[src/rtl/arcade_input_pkg.sv]
// Shared map-entry layout and default ioctl targets for the arcade input mapper.
package arcade_input_pkg;

  localparam int MAP_EN    = 7;
  localparam int MAP_INV   = 6;
  localparam int MAP_AF    = 5;
  localparam int MAP_SRC_W = 5;

  localparam logic [7:0] DEF_DIP_INDEX = 8'd254;
  localparam logic [7:0] DEF_MAP_INDEX = 8'd2;

  typedef struct packed {
    logic                 en;
    logic                 inv;
    logic                 af;
    logic [MAP_SRC_W-1:0] src;
  } map_entry_t;

endpackage

[src/rtl/arcade_pulse_stretch.sv]
// Rising-edge detect feeding a down-counter: output is high for exactly LEN cycles
// per accepted edge; edges arriving while the counter runs are dropped.
module arcade_pulse_stretch #(
  parameter int               WIDTH = 16,
  parameter logic [WIDTH-1:0] LEN   = 1
) (
  input  logic clk,
  input  logic rst,
  input  logic in,
  output logic pulse
);

  logic             prev_q, prev_d;
  logic [WIDTH-1:0] cnt_q, cnt_d;

  always_comb begin
    prev_d = in;
    cnt_d  = cnt_q;
    if (cnt_q != '0) begin
      cnt_d = cnt_q - 1'b1;
    end else if (in && !prev_q) begin
      cnt_d = LEN;
    end
  end

  always_ff @(posedge clk or posedge rst) begin
    if (rst) begin
      prev_q <= 1'b0;
      cnt_q  <= '0;
    end else begin
      prev_q <= prev_d;
      cnt_q  <= cnt_d;
    end
  end

  assign pulse = (cnt_q != '0);

endmodule

[src/rtl/arcade_input_mapper.sv]
// Table-driven joystick-to-cabinet input mapper with DIP overlay, coin stretching
// and autofire gating; map and DIP bytes arrive over the hps ioctl download port.
module arcade_input_mapper
  import arcade_input_pkg::*;
#(
  parameter int          NUM_PLAYERS   = 2,
  parameter int          JOY_W         = 32,
  parameter int          NUM_IN_BYTES  = 3,
  parameter int          NUM_DIP_BYTES = 8,
  parameter logic [7:0]  DIP_INDEX     = DEF_DIP_INDEX,
  parameter logic [7:0]  MAP_INDEX     = DEF_MAP_INDEX,
  parameter int          COIN_BIT      = 11,
  parameter logic [15:0] COIN_PULSE    = 16'd24000,
  parameter logic [19:0] AF_DIV        = 20'd400000
) (
  input  logic                         clk_sys,
  input  logic                         reset,
  input  logic [NUM_PLAYERS*JOY_W-1:0] joy,
  input  logic                         ioctl_download,
  input  logic [7:0]                   ioctl_index,
  input  logic                         ioctl_wr,
  input  logic [24:0]                  ioctl_addr,
  input  logic [7:0]                   ioctl_dout,
  input  logic                         autofire_en,
  output logic [NUM_IN_BYTES*8-1:0]    in_bytes,
  output logic                         map_busy,
  output logic [NUM_DIP_BYTES*8-1:0]   dip
);

  localparam int NUM_MAP  = NUM_IN_BYTES * 8;
  localparam int SRC_N    = 1 << MAP_SRC_W;
  localparam int SRC_USED = (JOY_W < SRC_N) ? JOY_W : SRC_N;

  logic [NUM_MAP*8-1:0]       map_q, map_d;
  logic [NUM_DIP_BYTES*8-1:0] dip_q, dip_d;
  logic                       map_busy_q, map_busy_d;
  logic [JOY_W-1:0]           merged_q, merged_d;
  logic [19:0]                af_div_q, af_div_d;
  logic                       af_phase_q, af_phase_d;
  logic [NUM_MAP-1:0]         in_bytes_q, in_bytes_d;
  logic                       coin_s;
  logic [SRC_N-1:0]           src_vec;
  map_entry_t                 entry;
  logic                       src_bit;
  logic                       mapped_bit;

  // ioctl is a write strobe with no back-pressure: a byte is taken on every cycle
  // ioctl_wr is high, addressed by ioctl_index/ioctl_addr; out-of-range addresses drop.
  always_comb begin
    map_d      = map_q;
    dip_d      = dip_q;
    map_busy_d = ioctl_download && (ioctl_index == MAP_INDEX);
    if (ioctl_wr && (ioctl_index == DIP_INDEX)) begin
      for (int i = 0; i < NUM_DIP_BYTES; i++) begin
        if (ioctl_addr == 25'(i)) dip_d[i*8 +: 8] = ioctl_dout;
      end
    end
    if (ioctl_wr && (ioctl_index == MAP_INDEX)) begin
      for (int k = 0; k < NUM_MAP; k++) begin
        if (ioctl_addr == 25'(k)) map_d[k*8 +: 8] = ioctl_dout;
      end
    end
  end

  always_comb begin
    merged_d = '0;
    for (int p = 0; p < NUM_PLAYERS; p++) begin
      merged_d = merged_d | joy[p*JOY_W +: JOY_W];
    end
  end

  always_comb begin
    af_div_d   = af_div_q + 20'd1;
    af_phase_d = af_phase_q;
    if (af_div_q == AF_DIV - 20'd1) begin
      af_div_d   = '0;
      af_phase_d = ~af_phase_q;
    end
  end

  // The stretcher's counter acts as the stage-1 register for the coin bit.
  arcade_pulse_stretch #(
    .WIDTH (16),
    .LEN   (COIN_PULSE)
  ) u_coin (
    .clk   (clk_sys),
    .rst   (reset),
    .in    (merged_q[COIN_BIT]),
    .pulse (coin_s)
  );

  always_comb begin
    src_vec    = '0;
    entry      = '0;
    src_bit    = 1'b0;
    mapped_bit = 1'b0;
    in_bytes_d = '0;
    for (int j = 0; j < SRC_USED; j++) begin
      src_vec[j] = merged_q[j];
    end
    src_vec[COIN_BIT] = coin_s;
    for (int k = 0; k < NUM_MAP; k++) begin
      entry   = map_entry_t'(map_q[k*8 +: 8]);
      src_bit = src_vec[entry.src];
      if (entry.af) src_bit = src_bit & (af_phase_q | ~autofire_en);
      mapped_bit    = entry.en & (src_bit ^ entry.inv) & ~map_busy_q;
      in_bytes_d[k] = dip_q[k] | mapped_bit;
    end
  end

  always_ff @(posedge clk_sys or posedge reset) begin
    if (reset) begin
      map_q      <= '0;
      dip_q      <= '0;
      map_busy_q <= 1'b0;
      merged_q   <= '0;
      af_div_q   <= '0;
      af_phase_q <= 1'b0;
      in_bytes_q <= '0;
    end else begin
      map_q      <= map_d;
      dip_q      <= dip_d;
      map_busy_q <= map_busy_d;
      merged_q   <= merged_d;
      af_div_q   <= af_div_d;
      af_phase_q <= af_phase_d;
      in_bytes_q <= in_bytes_d;
    end
  end

  assign in_bytes = in_bytes_q;
  assign map_busy = map_busy_q;
  assign dip      = dip_q;

endmodule

[config.mk]
export PLATFORM = sky130hd
export DESIGN_NAME = arcade_input_mapper
export DESIGN_NICKNAME = d
export VERILOG_FILES = /design/src/rtl/arcade_input_pkg.sv /design/src/rtl/arcade_pulse_stretch.sv /design/src/rtl/arcade_input_mapper.sv
export SDC_FILE = /design/constraint.sdc
export NUM_CORES = 1
export LEC_CHECK = 0
export CAP_MARGIN = 10
export CORE_MARGIN = 2
export CORE_UTILIZATION = 29
export CTS_CLUSTER_DIAMETER = 30
export DETAILED_ROUTE_END_ITERATION = 7
export GPL_TIMING_DRIVEN = 1
export SLEW_MARGIN = 30
export SYNTH_ARGS = -nofsm -noshare
export SYNTH_HDL_FRONTEND = slang
export SYNTH_SLANG_ARGS = --single-unit
[constraint.sdc]
create_clock -name clk_sys -period 10.26 [get_ports clk_sys]
set_clock_uncertainty 0.1 [all_clocks]
set_input_delay 1.026 -clock clk_sys [delete_from_list [all_inputs] [get_ports clk_sys]]
set_output_delay 1.026 -clock clk_sys [all_outputs]
set_load 0.02 [all_outputs]
==> impl_metrics.toml, run 1 <==
[global_route]
first_global_vias = 17406
use_met3_pct = 4.46
gr-usage-met2_pct = 30.1
busiest_layer = "met2"
grtUsageMet1_pct = 25.1
grt_pass1_wl_mm = 112
grt_overflow = 0
antenna_found_initial = 6
track_usage_pct = 19.3
grt_max_degree = 143

[setup_path]
critPathCapture = "map_q[73]"
critPathMaxFanout = 8
reg2reg_setup_slack_ns = 7.10
cpPeakStageDelay_ns = 0.64
slowest_stage = "nor4_4"
required_ns = 10.66
reg2reg_from = "u_coin.cnt_q[6]"
critPathLaunch = "ioctl_index[3]"
r2r_cells = 5
timing.rr.end = "in_bytes[11]"
endpoint_kind = "flop"
path_buf_inv = 1
crit_arrival_ns = 4.03
path_delay_family = "simple AND/OR/NAND/NOR gates"
path_class = "in -> reg"
worstPathCellList = "clkdlybuf4s50_1 -> or4_4 -> nor4_4 -> nand3b_1 -> nor4_4 -> mux2_2"
crit_top_cell = "nor4_4"
cp.depth = 6
start_kind = "primary input"

[synth]
synthCells = 1819
ys_seq_elements = 351
yosysUniqueCellTypes = 57
syn_area_per_cell_sq_um = 12.0
ys_warn_count = 0
syn_nets = 1932
async_reset_ff_share_pct = 100
synth-main-ff-cell = "dfrtp_1"
synth-edff-count = 0
netlist_area_sq_um = 21900
seq_area_frac_synth_pct = 40.2

[power_and_ir_drop]
peakVddDrop_mv = 0.129
powerDensity_nw_per_um2 = 161
power.leakage_uw = 0.0109

[floorplan]
initial_core_util_pct = 29.3
fp.dieW_um = 279
ios = 199
die-area_sq_um = 77600
core_area_sq_um = 74600
std_cell_rows = 100
fp.dieH_um = 279

[flow_run]
maxCapViolations = 0

[clocking]
clk_pin_slew_ns = 0.05
numClockSinks = 351
numCtsBuffers = 85
clk_latency_ns = 0.64
cts_tree = "built"
post_cts_resized = 0
h-tree-depth = 3
clockBufferDepth = 3
postCtsSetupRepairBufs = 0
cts_hold_buf = 0
root_buffer = "clkbuf_16"

[final_layout]
post-route-util_pct = 37.1
drive_gt1_share_pct = 34.4
nNetsFinal = 2076
fill_cells = 7187
areaGrowthSynthToFinish_pct = 26.4

[timing]
setup_violations = 0
fin_crit_sh_pct = 35.4
drv_slew = 0
final_hold_viol_count = 0
maxSlewHeadroom_pct = 31.9
tightest_slew_ns = 1.02
setup_tns_ns = 0
clock.fmax_ghz = 0.276
period_minus_slack_ns = 3.63
grt_setup_unrepaired = "false"

[run_status]
outcome = "finished, final reports clean"

[placed_design]
gp_congestion = 0.812
hpwlAfterDp_mm = 43.1
io_buffers = 198

[route]
via_per_inst = 5.71
drc = 0
wl_per_cell_um = 25.2
routed_wl_mm = 75.6
firstDrtPassIters = 7
drt_iter0_markers = 1382
antenna_left = 0
vias = 17156

[hold_path]
hold_path.class = "reg -> reg"
min_from = "merged_q[11]"
power by group:
part | leakage, uW | total [uW] | internal, uW | switching [uW]
Sequential | 0.00474 | 1420 | 1400 | 23.7
Combinational | 0.00477 | 299 | 117 | 183
Clock | 0.00143 | 2710 | 1760 | 955
Total | 0.0109 | 4440 | 3280 | 1160
how the worst min path moves through the flow:
| stage | end | slack, ns | depth (start not counted) |
|---|---|---|---|
| 2_1_floorplan | u_coin.prev_q | 0.25 | 0 |
| 3_3_place_gp | u_coin.prev_q | 0.27 | 0 |
| 3_5_place_dp | u_coin.prev_q | 0.27 | 0 |
| 4_1_cts | u_coin.prev_q | 0.29 | 0 |
| 5_1_grt | u_coin.prev_q | 0.30 | 0 |
| 6_report | u_coin.prev_q | 0.28 | 0 |
worst reg2reg max path, cell delays in order (launching register included):
cell and delay (ns):
dfrtp_1 0.43, nor4_4 0.49, and4_2 1.02, a31oi_1 0.25
o2111a_1 0.30, or3_1 0.42
layout by cell type (no fill, tap or decap), types with 13 or more instances in the layout:
cell / netlist / layout
mux4_2: 120 / 120
nand3b_1: 80 / 80
o2111a_1: 17 / 17
nand4_1: 13 / 13
buf_4: 1 / 38
or2_2: 37 / 37
o31ai_1: 19 / 19
inv_1: 57 / 56
or3_1: 19 / 19
mux2_2: 258 / 258
xnor2_1: 15 / 15
nand3_1: 40 / 40
clkbuf_16: 0 / 85
nor3b_1: 51 / 51
mux2i_1: 194 / 194
a22oi_1: 19 / 19
clkdlybuf4s50_1: 0 / 194
nor2_2: 21 / 21
a211o_1: 26 / 26
nor2_1: 48 / 48
nand2_1: 41 / 41
clkinv_4: 0 / 14
or3b_2: 26 / 26
o221a_2: 22 / 22
a31oi_1: 27 / 27
a21oi_1: 22 / 22
o211ai_1: 22 / 22
dfrtp_1: 351 / 346
inv_6: 0 / 19
layout make-up:
cell class | count | area [sq um] | share of cell area, %
Multi-Input combinational cell | 1229 | 12200 | 44.1
Sequential cell | 351 | 8790 | 31.8
Timing Repair Buffer | 239 | 2310 | 8.37
Clock buffer | 93 | 2190 | 7.92
Tap cell | 969 | 1210 | 4.39
Clock inverter | 64 | 732 | 2.65
Inverter | 57 | 218 | 0.788
Antenna cell | 1 | 2.50 | 0.00906
Yosys cell counts, types with 6 or more instances:
cell | number | area share, %
dfrtp_1 | 351 | 40
mux2_2 | 258 | 13
mux2i_1 | 194 | 8.9
clkbuf_1 | 123 | 2.1
mux4_2 | 120 | 12
nand3b_1 | 80 | 2.7
inv_1 | 57 | 0.98
nor3b_1 | 51 | 1.8
nor2_1 | 48 | 0.82
buf_1 | 44 | 0.76
nand2_1 | 41 | 0.70
nand3_1 | 40 | 0.92
or2_2 | 37 | 1.1
a31oi_1 | 27 | 0.77
a211o_1 | 26 | 1.0
or3b_2 | 26 | 1.0
a21oi_1 | 22 | 0.50
o211ai_1 | 22 | 0.76
o221a_2 | 22 | 1.1
nor2_2 | 21 | 0.60
a22oi_1 | 19 | 0.65
o31ai_1 | 19 | 0.65
or3_1 | 19 | 0.54
o2111a_1 | 17 | 0.88
xnor2_1 | 15 | 0.60
buf_2 | 13 | 0.30
nand4_1 | 13 | 0.37
nor4_1 | 12 | 0.34
xor2_1 | 10 | 0.40
nor3_1 | 6 | 0.14
o21ai_0 | 6 | 0.14
through the flow:
step	power, uW	hold slack, ns	instances	worst slack [ns]	area, sq um
finish	4440	0.282	3003	6.63	27600
global route	4580	0.297	3002	6.47	27600
CTS	4470	0.288	3001	6.41	27600
detailed placement	1740	0.271	2844	5.78	24700
global placement	1730	0.268	2844	5.89	24700
floorplan	1590	0.255	1819	4.43	21900
registers in the layout, indices dropped and copies added, names as in the netlist:
| name | cells |
|---|---|
| af_div_q | 20 |
| af_phase_q | 1 |
| dip | 64 |
| in_bytes | 24 |
| map_busy | 1 |
| map_q | 192 |
| merged_q | 32 |
| u_coin.cnt_q | 16 |
| u_coin.prev_q | 1 |
per-layer routing:
metal	up-vias	routed length [um]
met5	-	16
met4	2	3440
met3	255	6990
met2	957	34500
met1	8735	30700
li1	7207	-
logic make-up (layout without fill, tap and decap cells):
kind of cell | Yosys count | count (layout) | share of synthesized area, %
compound gates | 207 | 207 | 7.59
xor+xnor | 25 | 25 | 1.00
fa+ha+maj | 3 | 3 | 0.172
buf+inv | 239 | 453 | 4.23
flops | 351 | 351 | 40.2
mux | 572 | 572 | 34.5
other cells | 0 | 1 | 0
simple gates | 422 | 422 | 12.3
(Power assumes the default switching activity.)
==> inputs of run 2 (changes only) <==
- clock period: 10.26 -> 3.6 ns (I/O delays scaled with it)
==> impl_metrics.toml, run 2 (synthesized netlist as in run 1, its figures left out) <==
[setup_path]
cpPeakStageDelay_ns = 0.50
critPathLaunch = "u_coin.cnt_q[6]"
critPathMaxFanout = 26
critPathCapture = "in_bytes[2]"
reg2reg_from = "u_coin.cnt_q[6]"
endpoint_kind = "flop"
required_ns = 3.93
crit_arrival_ns = 3.20
r2r_cells = 6
path_class = "reg -> reg"
timing.rr.end = "in_bytes[2]"
start_kind = "flop"
reg2reg_setup_slack_ns = 0.73
slowest_stage = "nor4_4"
worstPathCellList = "nor4_4 -> and4_1 -> buf_4 -> a31oi_1 -> o2111a_1 -> or3_1"

[clocking]
numCtsBuffers = 77
clk_pin_slew_ns = 0.05
clockBufferDepth = 3
cts_hold_buf = 0
cts_tree = "built"
post_cts_resized = 0
root_buffer = "clkbuf_16"
clk_latency_ns = 0.63
postCtsSetupRepairBufs = 0
h-tree-depth = 3
numClockSinks = 351

[final_layout]
areaGrowthSynthToFinish_pct = 27.3
final_common_cell = "dfrtp_1"
largest_reg_flops = 192
fill_cells = 7120
final_cell_mix = "dfrtp_1 (342), mux2_2 (258), mux2i_1 (194), clkdlybuf4s50_1 (194), mux4_2 (120)"
largest-register = "map_q"
seq_area_sq_um = 8790
drive_gt1_share_pct = 35.1
stdcell_count = 3028
multi_input_area_sq_um = 12200
nNetsFinal = 2109

[floorplan]
die-area_sq_um = 77600
fp.dieH_um = 279
initial_core_util_pct = 29.3
core_area_sq_um = 74600
std_cell_rows = 100
ios = 199
fp.dieW_um = 279

[timing]
drv_slew = 0
fin_crit_sh_pct = 79.7
fin_ws_ns = 0.730
holdWs_ns = 0.0408
clock.fmax_ghz = 0.348
period_minus_slack_ns = 2.87
final_hold_viol_count = 0
tightest_slew_ns = 1.15
maxSlewHeadroom_pct = 23.6
setup_violations = 0
setup_tns_ns = 0
grt_setup_unrepaired = "false"

[global_route]
gr-usage-met2_pct = 30.0
first_global_vias = 17407
grtUsageMet1_pct = 25.0
use_met3_pct = 4.49
grt_max_degree = 92
track_usage_pct = 19.2
grt_pass1_wl_mm = 112
grt_overflow = 0
antenna_found_initial = 5
busiest_layer = "met2"

[route]
firstDrtPassIters = 5
wl_per_cell_um = 24.7
via_per_inst = 5.63
antenna_left = 0
vias = 17044
routed_wl_mm = 74.8
drt_iter0_markers = 1529
drc = 0

[placed_design]
dp.cells = 2884
io_buffers = 198
gp_congestion = 0.832
dp_worst_setup_slack_ns = 0.244
hpwlAfterDp_mm = 46.5

[power_and_ir_drop]
total_power_uw = 12300
peakVddDrop_mv = 0.323
powerDensity_nw_per_um2 = 441
power.leakage_uw = 0.0111

[hold_path]
hold_path.class = "in -> async"

[run_status]
outcome = "finished, final reports clean"

[flow_run]
maxCapViolations = 0
## run 2: how the worst min path moves through the flow
| stage | slack, ns | endpoint |
|---|---|---|
| 2_1_floorplan | 0.25 | u_coin.prev_q |
| 3_3_place_gp | 0.27 | u_coin.prev_q |
| 3_5_place_dp | 0.27 | u_coin.prev_q |
| 4_1_cts | 0.04 | in_bytes[20] |
| 5_1_grt | 0.06 | in_bytes[20] |
| 6_report | 0.04 | in_bytes[20] |
## run 2: worst max-delay path: cells and delay by family (launching register included)
kind / cells / cell delay [ns]
AND/OR/NAND/NOR: 3 / 1.20
AO/OA/AOI/OAI: 2 / 0.49
flip-flops: 1 / 0.44
buffers and inverters: 1 / 0.45
## run 2: area by class of cell
| cell class | count | area share (%) |
|---|---|---|
| clock buffer | 88 | 7.33 |
| multi-input combinational | 1229 | 43.7 |
| inverter | 57 | 0.782 |
| antenna | 2 | 0.0180 |
| clock inverter | 52 | 2.45 |
| tap | 969 | 4.36 |
| timing repair buffer | 280 | 9.75 |
| sequential | 351 | 31.6 |
## run 2: stage by stage
stage | area (sq um) | util [%]
after detailed placement | 25100 | 33.6
after floorplan | 21900 | -
after global placement | 25000 | 33.6
final | 27800 | 37.3
after global routing | 27800 | 37.3
after CTS | 27800 | 37.3
## run 2: power breakdown
group | internal [uW] | switching (uW)
Combinational | 349 | 422
Clock | 4910 | 2440
Sequential | 3990 | 165
## run 2: metal layers
| metal | routed length, um | vias up |
|---|---|---|
| met2 | 34100 | 894 |
| li1 | - | 7246 |
| met3 | 6220 | 209 |
| met1 | 31400 | 8691 |
| met5 | 18 | - |
| met4 | 3120 | 4 |
